**config.mk**
```make
export PLATFORM = sky130hd
export DESIGN_NAME = spi_cmd_seq
export DESIGN_NICKNAME = d
export VERILOG_FILES = /design/src/rtl/spi_pkg.sv /design/src/rtl/spi_sync_fifo.sv /design/src/rtl/spi_cmd_seq.sv
export SDC_FILE = /design/constraint.sdc
export NUM_CORES = 1
export LEC_CHECK = 0
export BUFFER_PORTS_ARGS = -buffer_cell sky130_fd_sc_hd__buf_2
export CORE_ASPECT_RATIO = 0.8
export CORE_UTILIZATION = 54
export DETAILED_ROUTE_END_ITERATION = 16
export PLACE_DENSITY = 0.76
export SYNTH_ARGS = -nofsm -noshare
export SYNTH_HDL_FRONTEND = slang
export SYNTH_SLANG_ARGS = --single-unit
```
**constraint.sdc**
```tcl
create_clock -name clk -period 4.19 [get_ports clk]
set_clock_uncertainty 0.1 [all_clocks]
set_input_delay 0.6285 -clock clk [delete_from_list [all_inputs] [get_ports clk]]
set_output_delay 0.6285 -clock clk [all_outputs]
set_load 0.05 [all_outputs]
```
**src/rtl/spi_pkg.sv**
```systemverilog
// Shared types for the SPI command sequencer: FSM states, error codes and the
// {CPOL,CPHA} mode encoding used by spi_master.
package spi_pkg;

  typedef enum logic [2:0] {
    ST_IDLE,
    ST_LOAD,
    ST_START,
    ST_BUSY,
    ST_DONE
  } spi_seq_st_t;

  localparam logic [1:0] ERR_NONE    = 2'd0;
  localparam logic [1:0] ERR_ILLEGAL = 2'd1;
  localparam logic [1:0] ERR_TIMEOUT = 2'd2;
  localparam logic [1:0] ERR_COUNT   = 2'd3;

  typedef enum logic [1:0] {
    SPI_MODE0 = 2'b00,
    SPI_MODE1 = 2'b01,
    SPI_MODE2 = 2'b10,
    SPI_MODE3 = 2'b11
  } spi_mode_t;

endpackage

```
**src/rtl/spi_sync_fifo.sv**
```systemverilog
// Single-clock first-word-fall-through FIFO with occupancy/free outputs and a
// flush that discards everything stored before the current cycle.
module spi_sync_fifo #(
  parameter int unsigned WIDTH = 8,
  parameter int unsigned DEPTH = 16
) (
  input  logic                       clk,
  input  logic                       rst,
  input  logic                       push,
  input  logic [WIDTH-1:0]           din,
  input  logic                       pop,
  input  logic                       flush,
  output logic [WIDTH-1:0]           dout,
  output logic [$clog2(DEPTH):0]     count,
  output logic [$clog2(DEPTH):0]     free
);

  localparam int unsigned AW = $clog2(DEPTH);
  localparam int unsigned PW = AW + 1;
  localparam logic [AW:0] PTR_ONE = {{AW{1'b0}}, 1'b1};

  logic [WIDTH-1:0] mem [DEPTH];
  logic [AW:0]      wptr, rptr;
  logic             empty, full, do_push, do_pop;

  assign count   = wptr - rptr;
  assign free    = PW'(DEPTH) - count;
  assign empty   = (count == '0);
  assign full    = (count == PW'(DEPTH));
  assign do_push = push & ~full;
  assign do_pop  = pop & ~empty;
  // Empty head reads as zero so downstream outputs have a defined reset value.
  assign dout    = empty ? '0 : mem[rptr[AW-1:0]];

  always_ff @(posedge clk or posedge rst) begin
    if (rst) begin
      wptr <= '0;
      rptr <= '0;
    end else begin
      if (do_push) wptr <= wptr + PTR_ONE;
      if (flush)       rptr <= wptr;
      else if (do_pop) rptr <= rptr + PTR_ONE;
    end
  end

  always_ff @(posedge clk) begin
    if (do_push) mem[wptr[AW-1:0]] <= din;
  end

endmodule

```
**src/rtl/spi_cmd_seq.sv**
```systemverilog
// Command sequencer in front of spi_master: buffers write payload, launches one
// transaction per command, collects read bytes and reports done/timeout/errors.
module spi_cmd_seq
  import spi_pkg::*;
#(
  parameter int unsigned MOSI_ADDR_BYTE = 1,
  parameter int unsigned SLAVE_NUM      = 1,
  parameter int unsigned FIFO_DEPTH     = 16,
  parameter int unsigned TIMEOUT_CYC    = 4096
) (
  input  logic                        clk,
  input  logic                        rst,
  input  logic                        cmd_vld,
  output logic                        cmd_rdy,
  input  logic                        cmd_wr,
  input  logic [1:0]                  cmd_mode,
  input  logic [7:0]                  cmd_slv,
  input  logic [8*MOSI_ADDR_BYTE-1:0] cmd_addr,
  input  logic [7:0]                  cmd_num,
  input  logic                        wd_vld,
  output logic                        wd_rdy,
  input  logic [7:0]                  wd_data,
  output logic                        rd_vld,
  input  logic                        rd_rdy,
  output logic [7:0]                  rd_data,
  output logic                        rd_last,
  output logic [7:0]                  r_data,
  output logic [8*MOSI_ADDR_BYTE-1:0] r_address,
  output logic [7:0]                  r_data_num,
  output logic                        r_trg_start,
  output logic [7:0]                  r_slv_sel,
  output logic [7:0]                  r_spi_mode,
  output logic                        r_spi_wr,
  input  logic                        m_en,
  input  logic [7:0]                  m_data,
  input  logic                        m_fnl,
  output logic                        busy,
  output logic                        done,
  output logic                        err,
  output logic [1:0]                  err_code
);

  localparam int unsigned AW = $clog2(FIFO_DEPTH);
  localparam int unsigned TW = $clog2(TIMEOUT_CYC + 1);

  spi_seq_st_t   state, state_nxt;
  logic [7:0]    byte_cnt, cnt_nxt;
  logic [TW-1:0] to_cnt;
  logic          cmd_acc, cmd_ok;
  logic          ill, fin_err, to_err;
  logic          wf_pop, wf_flush, rf_push, rf_pop;
  logic [AW:0]   wf_count, wf_free, rf_count, rf_free;
  logic [8:0]    rf_dout;

  assign cmd_rdy     = (state == ST_IDLE);
  assign busy        = (state != ST_IDLE);
  assign done        = (state == ST_DONE);
  assign r_trg_start = (state == ST_START);
  assign cmd_acc     = cmd_vld & cmd_rdy;
  assign cmd_ok      = (cmd_num != 8'd0) && (cmd_num <= 8'(FIFO_DEPTH)) &&
                       ({1'b0, cmd_slv} < 9'(SLAVE_NUM));
  assign cnt_nxt     = byte_cnt + {7'd0, m_en};
  assign wd_rdy      = |wf_free;
  assign rd_vld      = |rf_count;
  assign rf_pop      = rd_vld & rd_rdy;
  assign {rd_last, rd_data} = rf_dout;

  spi_sync_fifo #(.WIDTH(8), .DEPTH(FIFO_DEPTH)) u_wr_fifo (
    .clk   (clk),
    .rst   (rst),
    .push  (wd_vld),
    .din   (wd_data),
    .pop   (wf_pop),
    .flush (wf_flush),
    .dout  (r_data),
    .count (wf_count),
    .free  (wf_free)
  );

  spi_sync_fifo #(.WIDTH(9), .DEPTH(FIFO_DEPTH)) u_rd_fifo (
    .clk   (clk),
    .rst   (rst),
    .push  (rf_push),
    .din   ({cnt_nxt == r_data_num, m_data}),
    .pop   (rf_pop),
    .flush (1'b0),
    .dout  (rf_dout),
    .count (rf_count),
    .free  (rf_free)
  );

  always_comb begin
    state_nxt = state;
    ill       = 1'b0;
    fin_err   = 1'b0;
    to_err    = 1'b0;
    wf_pop    = 1'b0;
    wf_flush  = 1'b0;
    rf_push   = 1'b0;
    case (state)
      ST_IDLE: begin
        if (cmd_acc) begin
          if (cmd_ok) state_nxt = ST_LOAD;
          else        ill       = 1'b1;
        end
      end
      ST_LOAD: begin
        // Read space is reserved up front so the read FIFO cannot overflow.
        if (r_spi_wr ? (8'(wf_count) >= r_data_num) : (8'(rf_free) >= r_data_num))
          state_nxt = ST_START;
      end
      ST_START: state_nxt = ST_BUSY;
      ST_BUSY: begin
        wf_pop  = r_spi_wr & m_en;
        rf_push = ~r_spi_wr & m_en;
        if (m_fnl) begin
          state_nxt = ST_DONE;
          wf_flush  = r_spi_wr;
          fin_err   = (cnt_nxt != r_data_num);
        end else if (to_cnt == TW'(TIMEOUT_CYC - 1)) begin
          state_nxt = ST_IDLE;
          wf_flush  = r_spi_wr;
          to_err    = 1'b1;
        end
      end
      ST_DONE: state_nxt = ST_IDLE;
      default: state_nxt = ST_IDLE;
    endcase
  end

  always_ff @(posedge clk or posedge rst) begin
    if (rst) begin
      state      <= ST_IDLE;
      byte_cnt   <= '0;
      to_cnt     <= '0;
      err        <= 1'b0;
      err_code   <= ERR_NONE;
      r_address  <= '0;
      r_data_num <= '0;
      r_slv_sel  <= '0;
      r_spi_mode <= '0;
      r_spi_wr   <= 1'b0;
    end else begin
      state <= state_nxt;
      err   <= ill | fin_err | to_err;
      if (ill)          err_code <= ERR_ILLEGAL;
      else if (fin_err) err_code <= ERR_COUNT;
      else if (to_err)  err_code <= ERR_TIMEOUT;
      if (cmd_acc && cmd_ok) begin
        r_address  <= cmd_addr;
        r_data_num <= cmd_num;
        r_slv_sel  <= cmd_slv;
        r_spi_mode <= {6'b0, spi_mode_t'(cmd_mode)};
        r_spi_wr   <= cmd_wr;
      end
      if (state == ST_START) begin
        byte_cnt <= '0;
        to_cnt   <= '0;
      end else if (state == ST_BUSY) begin
        byte_cnt <= cnt_nxt;
        to_cnt   <= to_cnt + TW'(1);
      end
    end
  end

endmodule
```
Yosys cells after proc, flatten, opt, wreduce, memory -nomap -nowiden

Memory sizes are Yosys's and may differ from the RTL's.
Cells that the tools add are included.

Add/subtract/negate cells: 10
Order comparisons: 4
Eq/ne operators: 13
Mux-type cells: 35
Bitwise operators: 15
Reductions and logical operators: 14

Operator list:

| kind                                                                             | number |
|---|---|
| 13-bit 2-to-1 mux                                                                | 2 |
| 8-bit 2-to-1 mux                                                                 | 3 |
| 5-bit by 1-bit adder with 5-bit output, second input constant                    | 4 |
| 1-bit 2-to-1 mux                                                                 | 18 |
| 5-bit by 8-bit greater-or-equal comparator with 1-bit output                     | 2 |
| 3-bit 2-to-1 mux                                                                 | 5 |
| 13-bit by 1-bit adder with 13-bit output, second input constant                  | 1 |
| 13-bit by 12-bit equality test with 1-bit output, second input constant          | 1 |
| 3-bit one-hot mux with 4 select lines                                            | 1 |
| 5-bit equality test, second input constant                                       | 2 |
| 5-bit zero test                                                                  | 2 |
| 5-bit 2-to-1 mux                                                                 | 2 |
| 5-bit OR reduction                                                               | 2 |
| 5-bit subtractor                                                                 | 2 |
| 5-bit subtractor, first input constant                                           | 2 |
| 9-bit 2-to-1 mux                                                                 | 1 |
| 8-bit by 1-bit adder with 8-bit output                                           | 1 |
| 1-bit AND                                                                        | 8 |
| 8-bit equality test                                                              | 1 |
| 8-bit by 5-bit less-or-equal comparator with 1-bit output, second input constant | 1 |
| 8-bit by 1-bit less-than comparator with 1-bit output, second input constant     | 1 |
| 8-bit inequality test                                                            | 1 |
| 8-bit nonzero test                                                               | 1 |
| 3-bit by 2-bit equality test with 1-bit output, second input constant            | 2 |
| other kinds (13)                                                                 | 25 |

Bits in registers: 74
RAM bits: 272
Bits of input ports: 50
Output and inout bits: 59
Word-level logic and storage cells: 107
Memories kept: 2

Memory list:

| name          | words | width | rd ports | clocked after Yosys merged registers in | write ports | RTL line            | RTL |
|---|---|---|---|---|---|---|---|
| u_rd_fifo.mem | 16    | 9     | 1        | 0                                       | 1           | spi_sync_fifo.sv:22 | `logic [WIDTH-1:0] mem [DEPTH];` |
| u_wr_fifo.mem | 16    | 8     | 1        | 0                                       | 1           | spi_sync_fifo.sv:22 |  |

Logic depth before layout (Yosys ltp)

Gate-level depths: netlist of the first run.

Depth after elaboration: 8
Depth in mapped cells: 14
Depth with buffers taken out: 13

Modules after synthesis

From an unflattened synthesis of the first run, not the netlist that was laid out.

Cells, all modules: 993
Area, all modules: 15243.4 µm²

By module, submodules not included:

| module                     | times used | cells an instance | area each (µm²) | seq. area each (µm²) |
|---|---|---|---|---|
| spi_sync_fifo at u_rd_fifo | 1          | 349               | 6428.7          | 4574.4 |
| spi_sync_fifo at u_wr_fifo | 1          | 327               | 5821.8          | 4093.9 |
| spi_cmd_seq                | 1          | 317               | 2992.9          | 1351.3 |

Least setup slack after synthesis of the first run

No wires, ideal clock.

Path type: register to register
Start point: register u_rd_fifo.rptr[1]
End point: memory u_rd_fifo.mem[3][0], enable pin
Library setup time: 387 ps
Data arrival time: 3396 ps
Required time: 3703 ps
Setup slack: 307 ps
Cell stages (with the launch flop): 12
Path buffers: 2
Clock period less this slack: 3883 ps
Path through: dfrtp_1 buf_2 buf_1 inv_1 fa_1 inv_1 ha_1 nor3b_1 ha_1 nor3_2 nand2_1 nor3_1

Longest elaborated chain between the ends: 6

Ends and longest elaborated chain:

| item                                   | RTL line            | RTL |
|---|---|---|
| start, declared                        | spi_sync_fifo.sv:23 | `logic [AW:0] wptr, rptr;` |
| start signal, assigned                 | spi_sync_fifo.sv:41 | `if (flush) rptr <= wptr;` |
| start signal, assigned                 | spi_sync_fifo.sv:42 | `else if (do_pop) rptr <= rptr + PTR_ONE;` |
| 5-bit subtractor                       | spi_sync_fifo.sv:26 | `assign count = wptr - rptr;` |
| 5-bit equality test                    | spi_sync_fifo.sv:29 | `assign full = (count == PW'(DEPTH));` |
| 1-bit inverter                         | spi_sync_fifo.sv:30 | `assign do_push = push & ~full;` |
| 1-bit AND                              | spi_sync_fifo.sv:30 |  |
| 1-bit 2-to-1 mux                       | spi_sync_fifo.sv:47 | `if (do_push) mem[wptr[AW-1:0]] <= din;` |
| 1-bit 2-to-1 mux (not written as such) | spi_sync_fifo.sv:47 |  |
| end, declared                          | spi_sync_fifo.sv:22 |  |

Every way passes these cells.

Final worst setup path of the first run

Start point: register u_wr_fifo.wptr[0]
End point: output wd_rdy

Longest elaborated chain between the ends: 3

Ends and longest elaborated chain:

| item                   | RTL line            | RTL |
|---|---|---|
| start, declared        | spi_sync_fifo.sv:23 |  |
| start signal, assigned | spi_sync_fifo.sv:40 | `if (do_push) wptr <= wptr + PTR_ONE;` |
| 5-bit subtractor       | spi_sync_fifo.sv:26 |  |
| 5-bit subtractor       | spi_sync_fifo.sv:27 | `assign free = PW'(DEPTH) - count;` |
| 5-bit OR reduction     | spi_cmd_seq.sv:63   | `assign wd_rdy = \|wf_free;` |
| end, declared          | spi_cmd_seq.sv:21   | `output logic wd_rdy,` |

Every way passes these cells.

==> results of run 1 <==
## per-layer routing
layer	global-route usage	up-vias	part of all wire
met1	0.3208	4063	0.46
met2	0.3450	242	0.47
li1	-	3637	-
met4	0.05569	0	0.017
met3	0.04103	40	0.061
met5	0	-	0
## worst max-delay path, cell delays in order, from the launching register on
cell	delay, ns
dfrtp_1	0.41
inv_1	0.17
ha_1	0.17
inv_1	0.06
fa_1	0.40
a21o_1	0.17
a21oi_1	0.17
xnor2_1	0.19
ha_1	0.29
or4_1	0.50
buf_2	0.23
## area by class of cell
class                   count  area share
clock buffers              45     0.05272
repair buffers            143     0.04835
multi-input cells         458      0.2676
clock inverters            17    0.006950
flip-flops and latches    346      0.5922
inverters                  26    0.005767
well taps                 357     0.02640
## sequential cells by signal, indices dropped and copies added, names as in the netlist
| signal | count |
|---|---|
| byte_cnt | 8 |
| state | 3 |
| err | 1 |
| u_wr_fifo.wptr | 5 |
| err_code | 2 |
| r_spi_wr | 1 |
| r_address | 8 |
| u_wr_fifo.mem | 128 |
| r_slv_sel | 8 |
| u_rd_fifo.mem | 144 |
| r_data_num | 8 |
| r_spi_mode | 2 |
| to_cnt | 13 |
| u_rd_fifo.rptr | 5 |
| u_rd_fifo.wptr | 5 |
| u_wr_fifo.rptr | 5 |
## cells in the mapped netlist, types with 15 or more instances
master and instances:
a21oi_1 16, clkbuf_1 15, dfrtp_1 74, edfxtp_1 272
ha_1 36, inv_1 24, mux4_2 85, nand2_1 51
nor2_1 40, nor2b_1 21, nor3_1 17, o21ai_0 32
xnor2_1 25
## logic make-up after synthesis
kind of cell             after synthesis  share of synthesized area
flip-flops                           346                     0.6740
AND/OR/NAND/NOR                      194                    0.06801
buffers and inverters                 69                    0.02323
other                                  1                  0.0002523
AO/OA/AOI/OAI                         76                    0.03224
multiplexers                         108                     0.1481
XOR/XNOR                              36                    0.02121
adder cells (fa/ha/maj)               38                    0.03299
## layout by cell type (no fill, tap or decap), drive strengths merged, types with 2 or more instances in the layout
cell type / synthesis / routed
mux2: 18 / 18
nor3b: 5 / 5
edfxtp: 272 / 272
nand3: 12 / 12
or4: 4 / 4
nand2b: 9 / 9
clkinv: 0 / 14
dfrtp: 74 / 74
nor2b: 21 / 21
mux4: 85 / 85
and2: 9 / 9
or2: 2 / 2
o31ai: 2 / 2
nor3: 18 / 18
nor2: 41 / 41
conb: 1 / 6
xnor2: 25 / 25
mux2i: 5 / 5
nand4: 11 / 11
xor2: 11 / 11
o21ai: 32 / 32
o41ai: 2 / 2
a21o: 6 / 6
nor4: 5 / 5
nand2: 51 / 51
a22o: 4 / 4
a211oi: 3 / 3
fa: 2 / 2
inv: 26 / 28
clkbuf: 16 / 45
buf: 27 / 143
or3: 2 / 2
ha: 36 / 36
a21oi: 16 / 16
## worst paths after layout
check	start	end	cells after the start
worst max-delay path	u_wr_fifo.wptr[0]	wd_rdy	10
worst min-delay path	rst	r_address[4]	2
worst max register to register	u_wr_fifo.wptr[0]	u_wr_fifo.mem[8][5]	11
worst min register to register	r_slv_sel[5]	r_slv_sel[5]	1
max in group asynchronous	rst	state[0]	3
min in group clk	cmd_wr	r_spi_wr	2
## stage by stage
| stage | area (um^2) | power, mW | util | hold WS (ns) |
|---|---|---|---|---|
| after global placement | 15910 | 6.859 | 0.5968 | 0.3754 |
| final | 16920 | 9.638 | 0.6348 | 0.1495 |
| after global routing | 16920 | 10.13 | 0.6348 | 0.2036 |
| after floorplan | 14880 | 6.261 | - | 0.3538 |
| after CTS | 16920 | 9.732 | 0.6347 | 0.1645 |
| after detailed placement | 15910 | 6.909 | 0.5968 | 0.3804 |
## repair_timing
item                                    in CTS  in global routing
resized for setup                            0                  1
endpoints found under the hold margin        0                  0
endpoints found under the setup margin       0                  2
## where the power goes
group	leakage, nW	internal [mW]	total (mW)	switching (mW)
Clock	0.492	1.57	2.81	1.23
Sequential	3.39	3.94	4.12	0.181
Combinational	2.31	1.08	2.71	1.63
Total	6.19	6.59	9.64	3.05
==> impl_metrics.json, run 1 <==
{
  "fin_crit_sh": 0.9546,
  "hold_buffers": 0,
  "max_slew_margin": 0.4015,
  "die_h_um": 150.4,
  "finalCriticalPeriod_ns": 4.000,
  "yosys_warnings": 0,
  "start_kind": "flip-flop",
  "antenna_cells": 0,
  "synth_area_leader_cell": "edfxtp_1",
  "boundaryPins": 109,
  "routed_wl_um": 29310,
  "multiInputGateArea_um2": 4528,
  "vias": 7982,
  "cts_tree": "done",
  "syn-instance-count": 868,
  "powerDensity_nw_per_um2": 569.5,
  "numPortBuffers": 102,
  "post-place-cells": 1330,
  "cts.sinks": 346,
  "synth-seq-cells": 346,
  "drt_iter0_drc": 665,
  "critPathCaptureType": "output pin",
  "drive_gt1_frac": 0.2937,
  "die_x_um": 187.5,
  "pre_cts_slack_ns": 0.4406,
  "synth_edf_count": 272,
  "leakage_nw": 6.190,
  "ys_seq_area_frac": 0.6740,
  "hold_path_class": "primary input to asynchronous set/reset pin",
  "synth_area_per_cell_um2": 17.13,
  "critPathMaxFanout": 5,
  "place.detailed.hpwl_um": 19460,
  "yosys_most_used_dff": "edfxtp_1",
  "drv_slew": 0,
  "setup_violations": 0,
  "worstPathRequired_ns": 3.46,
  "synth_top_area_share": 0.5494,
  "cts_made_buffers": 34,
  "start_util": 0.5576,
  "layout.nets": 1097,
  "crit_arrival_ns": 3.27,
  "setup_ws_ns": 0.1902,
  "post_cts_buffers": 0,
  "tightest_slew_ns": 0.8751,
  "row_count": 53,
  "drtPass1Iterations": 4,
  "syn_area_um2": 14870,
  "routed_via_density": 5.734,
  "reg2reg_slack_ns": 0.45,
  "syn2layout_area_growth_pct": 13.84,
  "cts_max_level": 2,
  "clk_pin_slew_ns": 0.06,
  "status": "completed",
  "fmax_mhz": 250.0,
  "cts_max_path_buffers": 3,
  "synthArstFlopShare": 0.2139,
  "core_um2": 26660,
  "grt_pass1_vias": 8201,
  "grt_start_max_net_pins": 40,
  "ir_worst_vdd_v": 0.0006184,
  "grt_overflow": 0,
  "rsz0062_at_grt": "no",
  "route.detailed.wl_per_inst_um": 21.06,
  "cts_root_buf": "clkbuf_16",
  "final_cells": 1392,
  "antenna_left": 0,
  "synth_area_leaders": "edfxtp_1 (55%), mux4_2 (13%), dfrtp_1 (12%)",
  "dieArea_um2": 28200,
  "seq_area_um2": 10020,
  "maxCapViolCount": 0,
  "drc": 0,
  "synthDistinctLibCells": 64,
  "clk_latency_ns": 0.52,
  "grt_pass1_wl_um": 46710,
  "place_congestion": 0.8340,
  "antenna_found_initial": 0,
  "grt_usage": 0.2194,
  "tns_ns": 0,
  "path_class": "flip-flop to output pin",
  "n_fill_cell": 1892,
  "hold_viol_final": 0
}
Power figures use the tool's default switching activity.
==> run 2, diff against run 1 <==
==> constraint.sdc (replaced) <==
create_clock -name clk -period 3.5 [get_ports clk]
set_clock_uncertainty 0.1 [all_clocks]
set_input_delay 0.525 -clock clk [delete_from_list [all_inputs] [get_ports clk]]
set_output_delay 0.525 -clock clk [all_outputs]
set_load 0.05 [all_outputs]
==> impl_metrics.json, run 2 (same netlist as run 1, synthesis figures left out) <==
{
  "route.detailed.wl_per_inst_um": 22.04,
  "worstPathRequired_ns": 2.87,
  "p_int_mw": 8.576,
  "path_common_cell": "inv_2",
  "drtPass1Iterations": 6,
  "finalCriticalPeriod_ns": 3.452,
  "fin_total_pwr_mw": 12.57,
  "cts_max_level": 2,
  "crit_family": "adder cells",
  "tns_ns": 0,
  "antenna_left": 0,
  "crit_arrival_ns": 2.83,
  "critPathMaxFanout": 3,
  "maxCapViolCount": 0,
  "row_count": 53,
  "final_cells": 1427,
  "core_um2": 26660,
  "status": "completed",
  "rsz0062_at_grt": "yes",
  "largest_reg_flops": 144,
  "swShare": 0.3179,
  "numPortBuffers": 102,
  "antenna_cells": 0,
  "place_congestion": 0.8098,
  "drv_slew": 0,
  "leakage_nw": 6.532,
  "ir_worst_vdd_v": 0.0006954,
  "clk_pin_slew_ns": 0.06,
  "cp_slowest_cell": "or4_4",
  "vias": 8254,
  "place.detailed.hpwl_um": 19950,
  "antenna_found_initial": 0,
  "cts_tree": "done",
  "drive_gt1_frac": 0.3682,
  "grt_start_max_net_pins": 40,
  "finish.instance_area_um2": 17630,
  "grt_overflow": 0,
  "fmax_mhz": 289.7,
  "placed_area_um2": 16160,
  "drt_iter0_drc": 620,
  "boundaryPins": 109,
  "seq_power_share": 0.388,
  "clockPowerShare": 0.285,
  "cts.sinks": 346,
  "syn2layout_area_growth_pct": 18.57,
  "dieArea_um2": 28200,
  "routed_via_density": 5.784,
  "grt_pass1_vias": 8400,
  "powerDensity_nw_per_um2": 713.3,
  "routed_wl_um": 31450,
  "die_x_um": 187.5,
  "die_h_um": 150.4,
  "fin_util": 0.6612,
  "start_kind": "flip-flop",
  "post-place-cells": 1353,
  "clk_latency_ns": 0.51,
  "fin_crit_sh": 0.9862,
  "setup_violations": 0,
  "path_class": "flip-flop to output pin",
  "power_switching_mw": 3.996,
  "start_util": 0.5576,
  "hold_buffers": 0,
  "layout.nets": 1133,
  "tightest_slew_ns": 0.8140,
  "cts_root_buf": "clkbuf_16",
  "hold_path_class": "primary input to asynchronous set/reset pin",
  "comb_power_share": 0.327,
  "worst-path-buf-inv": 4,
  "final_cell_mix": "edfxtp_1 (272), mux4_2 (85), buf_2 (84)",
  "final_common_cell": "edfxtp_1",
  "hold_viol_final": 0,
  "max_slew_margin": 0.4565,
  "crit_path_cell_trace": "inv_2 > ha_4 > inv_2 > fa_2 > buf_4 > xor2_4 > nor3_4 > ha_1 > or4_4 > buf_8",
  "cts_max_path_buffers": 3,
  "drc": 0,
  "cpPeakStageDelay_ns": 0.43,
  "grt_usage": 0.2277,
  "cts_made_buffers": 35,
  "grt_pass1_wl_um": 48510,
  "critPathCaptureType": "output pin"
}
run 2: timing repair:
item / 4_1_cts / 5_1_grt
hold endpoints to repair: 0 / 0
gates resized for setup: 47 / 25
buffers inserted: 8 / 2
pin swaps: 9 / 8
gates cloned: 1 / 1
endpoints found under the setup margin: 19 / 19
run 2: final timing paths:
| kind | startpoint | endpoint | slack, ns | cells after the start |
|---|---|---|---|---|
| setup / recovery | u_wr_fifo.wptr[0] | wd_rdy | 0.05 | 10 |
| hold / removal | rst | u_rd_fifo.wptr[0] | 0.08 | 2 |
| setup reg to reg | u_rd_fifo.wptr[0] | u_rd_fifo.mem[7][1] | 0.42 | 13 |
| hold reg to reg | u_rd_fifo.wptr[4] | u_rd_fifo.wptr[4] | 0.40 | 1 |
| max in group asynchronous | rst | to_cnt[3] | 2.40 | 3 |
| min in group clk | cmd_mode[0] | r_spi_mode[0] | 0.16 | 2 |
run 2: power groups by stage:
| stage | sequential [mW] | clock [mW] | combinational (mW) |
|---|---|---|---|
| floorplan | 4.93 | 0 | 2.62 |
| global placement | 4.95 | 0 | 3.35 |
| detailed placement | 4.97 | 0 | 3.45 |
| CTS | 4.88 | 3.63 | 3.83 |
| global route | 4.90 | 3.78 | 4.43 |
| finish | 4.88 | 3.58 | 4.11 |
run 2: through the flow:
stage | hold WS, ns | worst slack (ns)
after detailed placement | 0.3798 | 0.1604
after global placement | 0.3702 | 0.2246
final | 0.07931 | 0.04835
after floorplan | 0.3538 | -0.04447
after CTS | 0.08925 | -0.01853
after global routing | 0.1409 | -0.06432
run 2: per-layer routing:
metal,GRT usage,routed length (um),vias to the layer above
met5,0,0,-
met4,0.05285,551,0
met3,0.03776,1704,40
met2,0.3753,15610,273
met1,0.3232,13580,4230
li1,-,-,3711
run 2: cell type report:
type                            count  area [um^2]
Timing Repair inverter              1        7.507
Clock inverter                     21        180.2
Clock buffer                       41        919.6
Multi-Input combinational cell    458         4746
Timing Repair Buffer              177         1201
Sequential cell                   346        10020
Inverter                           26        102.6
Tap cell                          357        446.7
Fill cell                        1801         9032
==> run 3, diff against run 2 <==
--- a/config.mk
+++ b/config.mk
@@ -9,7 +9,8 @@
 export CORE_ASPECT_RATIO = 0.8
 export CORE_UTILIZATION = 54
 export DETAILED_ROUTE_END_ITERATION = 16
-export PLACE_DENSITY = 0.76
+export PLACE_DENSITY = 0.75
 export SYNTH_ARGS = -nofsm -noshare
 export SYNTH_HDL_FRONTEND = slang
+export SYNTH_HIERARCHICAL = 1
 export SYNTH_SLANG_ARGS = --single-unit
==> impl_metrics.json, run 3 <==
{
  "drive_gt1_frac": 0.2787,
  "leakage_nw": 6.906,
  "synth_area_per_cell_um2": 15.35,
  "largest_reg_flops": 144,
  "cts_root_buf": "clkbuf_16",
  "start_util": 0.5543,
  "crit_family": "compound AO/OA/AOI/OAI gates",
  "grt_pass1_wl_um": 50230,
  "comb_power_share": 0.284,
  "crit_start": "u_rd_fifo/rptr[1]",
  "dieArea_um2": 28910,
  "hold_path_class": "primary input to flip-flop",
  "clk_pin_slew_ns": 0.06,
  "synth_area_leader_cell": "edfxtp_1",
  "tightest_slew_ns": 0.7879,
  "grt_pass1_vias": 8859,
  "fmax_mhz": 272.2,
  "failed_checks": "negative setup slack",
  "final_common_cell": "edfxtp_1",
  "path_common_cell": "buf_6",
  "drtPass1Iterations": 5,
  "synthArstFlopShare": 0.2139,
  "route.detailed.wl_per_inst_um": 20.62,
  "crit_arrival_ns": 3.05,
  "powerDensity_nw_per_um2": 646.6,
  "critPathMaxFanout": 8,
  "crit_path_cell_trace": "inv_2 > ha_4 > nor2b_1 > o21a_1 > or3_4 > a211oi_4 > ha_2 > buf_6 > nor2_4 > buf_12 > o211ai_1 > o21ai_1 > buf_6",
  "hold_path.startpoint": "cmd_addr[4]",
  "boundaryPins": 109,
  "core_um2": 27500,
  "cts.sinks": 346,
  "routed_wl_um": 32140,
  "p_int_mw": 8.116,
  "fin_util": 0.6540,
  "grt_usage": 0.2277,
  "antenna_cells": 0,
  "path_class": "flip-flop to output pin",
  "n_fill_cell": 1901,
  "final_cells": 1559,
  "seq_power_share": 0.409,
  "place_congestion": 0.8695,
  "synth.most_common_cell": "edfxtp_1",
  "routed_via_density": 5.730,
  "grt_overflow": 0,
  "synthDistinctLibCells": 63,
  "yosys_warnings": 6,
  "synth_area_leaders": "edfxtp_1 (54%), dfrtp_1 (12%), mux4_2 (6.2%)",
  "vias": 8933,
  "setup_violations": 14,
  "pre_cts_slack_ns": -0.07972,
  "post-place-cells": 1474,
  "clockPowerShare": 0.307,
  "drt_iter0_drc": 690,
  "start_kind": "flip-flop",
  "ys_seq_area_frac": 0.6573,
  "place.detailed.hpwl_um": 20780,
  "synth_top_area_share": 0.5358,
  "max_slew_margin": 0.4740,
  "synth-seq-cells": 346,
  "drc": 0,
  "cts_max_path_buffers": 3,
  "rsz0062_at_grt": "yes",
  "cts_tree": "done",
  "yosys_most_used_dff": "edfxtp_1",
  "cp_slowest_cell": "dfrtp_2",
  "die_h_um": 152.3,
  "syn-instance-count": 993,
  "worstPathRequired_ns": 2.87,
  "ir_worst_vdd_v": 0.0006373,
  "synth_commonest_cells": "edfxtp_1 (272), dfrtp_1 (74), nand2_1 (70), o21ai_0 (54), nor2_1 (52)",
  "fin_total_pwr_mw": 11.63,
  "crit-reg2reg-launch": "u_rd_fifo/rptr[0]",
  "syn_area_um2": 15240,
  "row_count": 54,
  "numPortBuffers": 102,
  "cts_made_buffers": 35,
  "critPathCaptureType": "output pin",
  "syn2layout_area_growth_pct": 17.98,
  "cpPeakStageDelay_ns": 0.41,
  "setup_ws_ns": -0.1736,
  "synth_edf_count": 272,
  "clk_latency_ns": 0.52,
  "finalCriticalPeriod_ns": 3.674,
  "die_x_um": 189.8,
  "final_cell_mix": "edfxtp_1 (272), buf_2 (84), buf_4 (77)",
  "status": "finished, violations left",
  "cts_max_level": 2,
  "layout.nets": 1258,
  "worst-path-buf-inv": 4,
  "fin_crit_sh": 1.050,
  "antenna_found_initial": 0,
  "drv_slew": 0,
  "hold_viol_final": 0,
  "swShare": 0.3020,
  "maxCapViolCount": 0,
  "antenna_left": 0,
  "power_switching_mw": 3.512,
  "grt_start_max_net_pins": 47
}
[run 3: kinds of logic after synthesis]
logic type                 count (synthesis)  share of synthesized area
adders and majority gates                 39                    0.03300
AOI/OAI and AO/OA                        139                    0.05902
DFF                                      346                     0.6573
xor gates and xnor gates                  36                    0.02265
and+or+nand+nor                          232                    0.07461
buffers and inverters                     85                    0.03119
muxes                                    115                     0.1220
other                                      1                  0.0002460
[run 3: timing repair]
action | CTS | global route
endpoints found under the hold margin | 20 | 0
hold buffers | 1 | 0
buffers inserted | 18 | 3
gates resized for setup | 68 | 12
setup endpoints to repair | 18 | 18
pin swaps | 12 | 2
[run 3: worst register-to-register path, delay by kind of cell, from the launching register on]
kind | cells | cell delay, ns
flip-flops | 1 | 0.40
AND/OR/NAND/NOR | 1 | 0.21
buffers and inverters | 3 | 0.24
AO/OA/AOI/OAI | 4 | 0.85
XOR/XNOR | 1 | 0.26
adder cells (fa/ha/maj) | 3 | 0.97
[run 3: layout make-up]
type                            count  area, um^2  area share
Multi-Input combinational cell    568        4990      0.2775
Sequential cell                   346       10020      0.5574
Tap cell                          364       455.4     0.02533
Clock buffer                       44       930.9     0.05176
Clock inverter                     19       160.2    0.008906
Inverter                           32       120.1    0.006679
Timing Repair Buffer              186        1304     0.07250
[run 3: final timing paths]
path | cells past startpoint | to | slack, ns
hold / removal | 2 | r_address[4] | 0.13
hold reg to reg | 1 | r_spi_mode[0] | 0.38
min in group asynchronous | 3 | u_rd_fifo/rptr[0] | 0.48
setup / recovery | 13 | rd_data[5] | -0.17
max in group asynchronous | 4 | r_spi_mode[1] | 1.92
setup reg to reg | 12 | state[0] | 0.33
[run 3: metal layers]
metal  up-vias  share of wire  GRT usage
li1       4109              -          -
met5         -              0          0
met1      4470           0.45     0.3429
met4         0          0.020    0.05914
met3        47          0.064    0.04030
met2       307           0.46     0.3445
[run 3: per-stage QoR]
step           setup TNS [ns]  hold WS (ns)  area, um^2
3_5_place_dp          -0.1573        0.3691       16420
3_3_place_gp                0        0.3561       16420
4_1_cts                -1.176        0.1069       17920
5_1_grt                -3.451        0.1158       17980
2_1_floorplan          -1.174        0.2652       15340
6_report               -1.389        0.1263       17980
[run 3: power groups by stage]
stage | Combinational, mW | Clock (mW) | Sequential, mW
finish | 3.31 | 3.57 | 4.75
global route | 3.56 | 3.79 | 4.77
CTS | 3.23 | 3.65 | 4.75
detailed placement | 2.81 | 0 | 4.85
global placement | 2.75 | 0 | 4.83
floorplan | 2.09 | 0 | 4.84
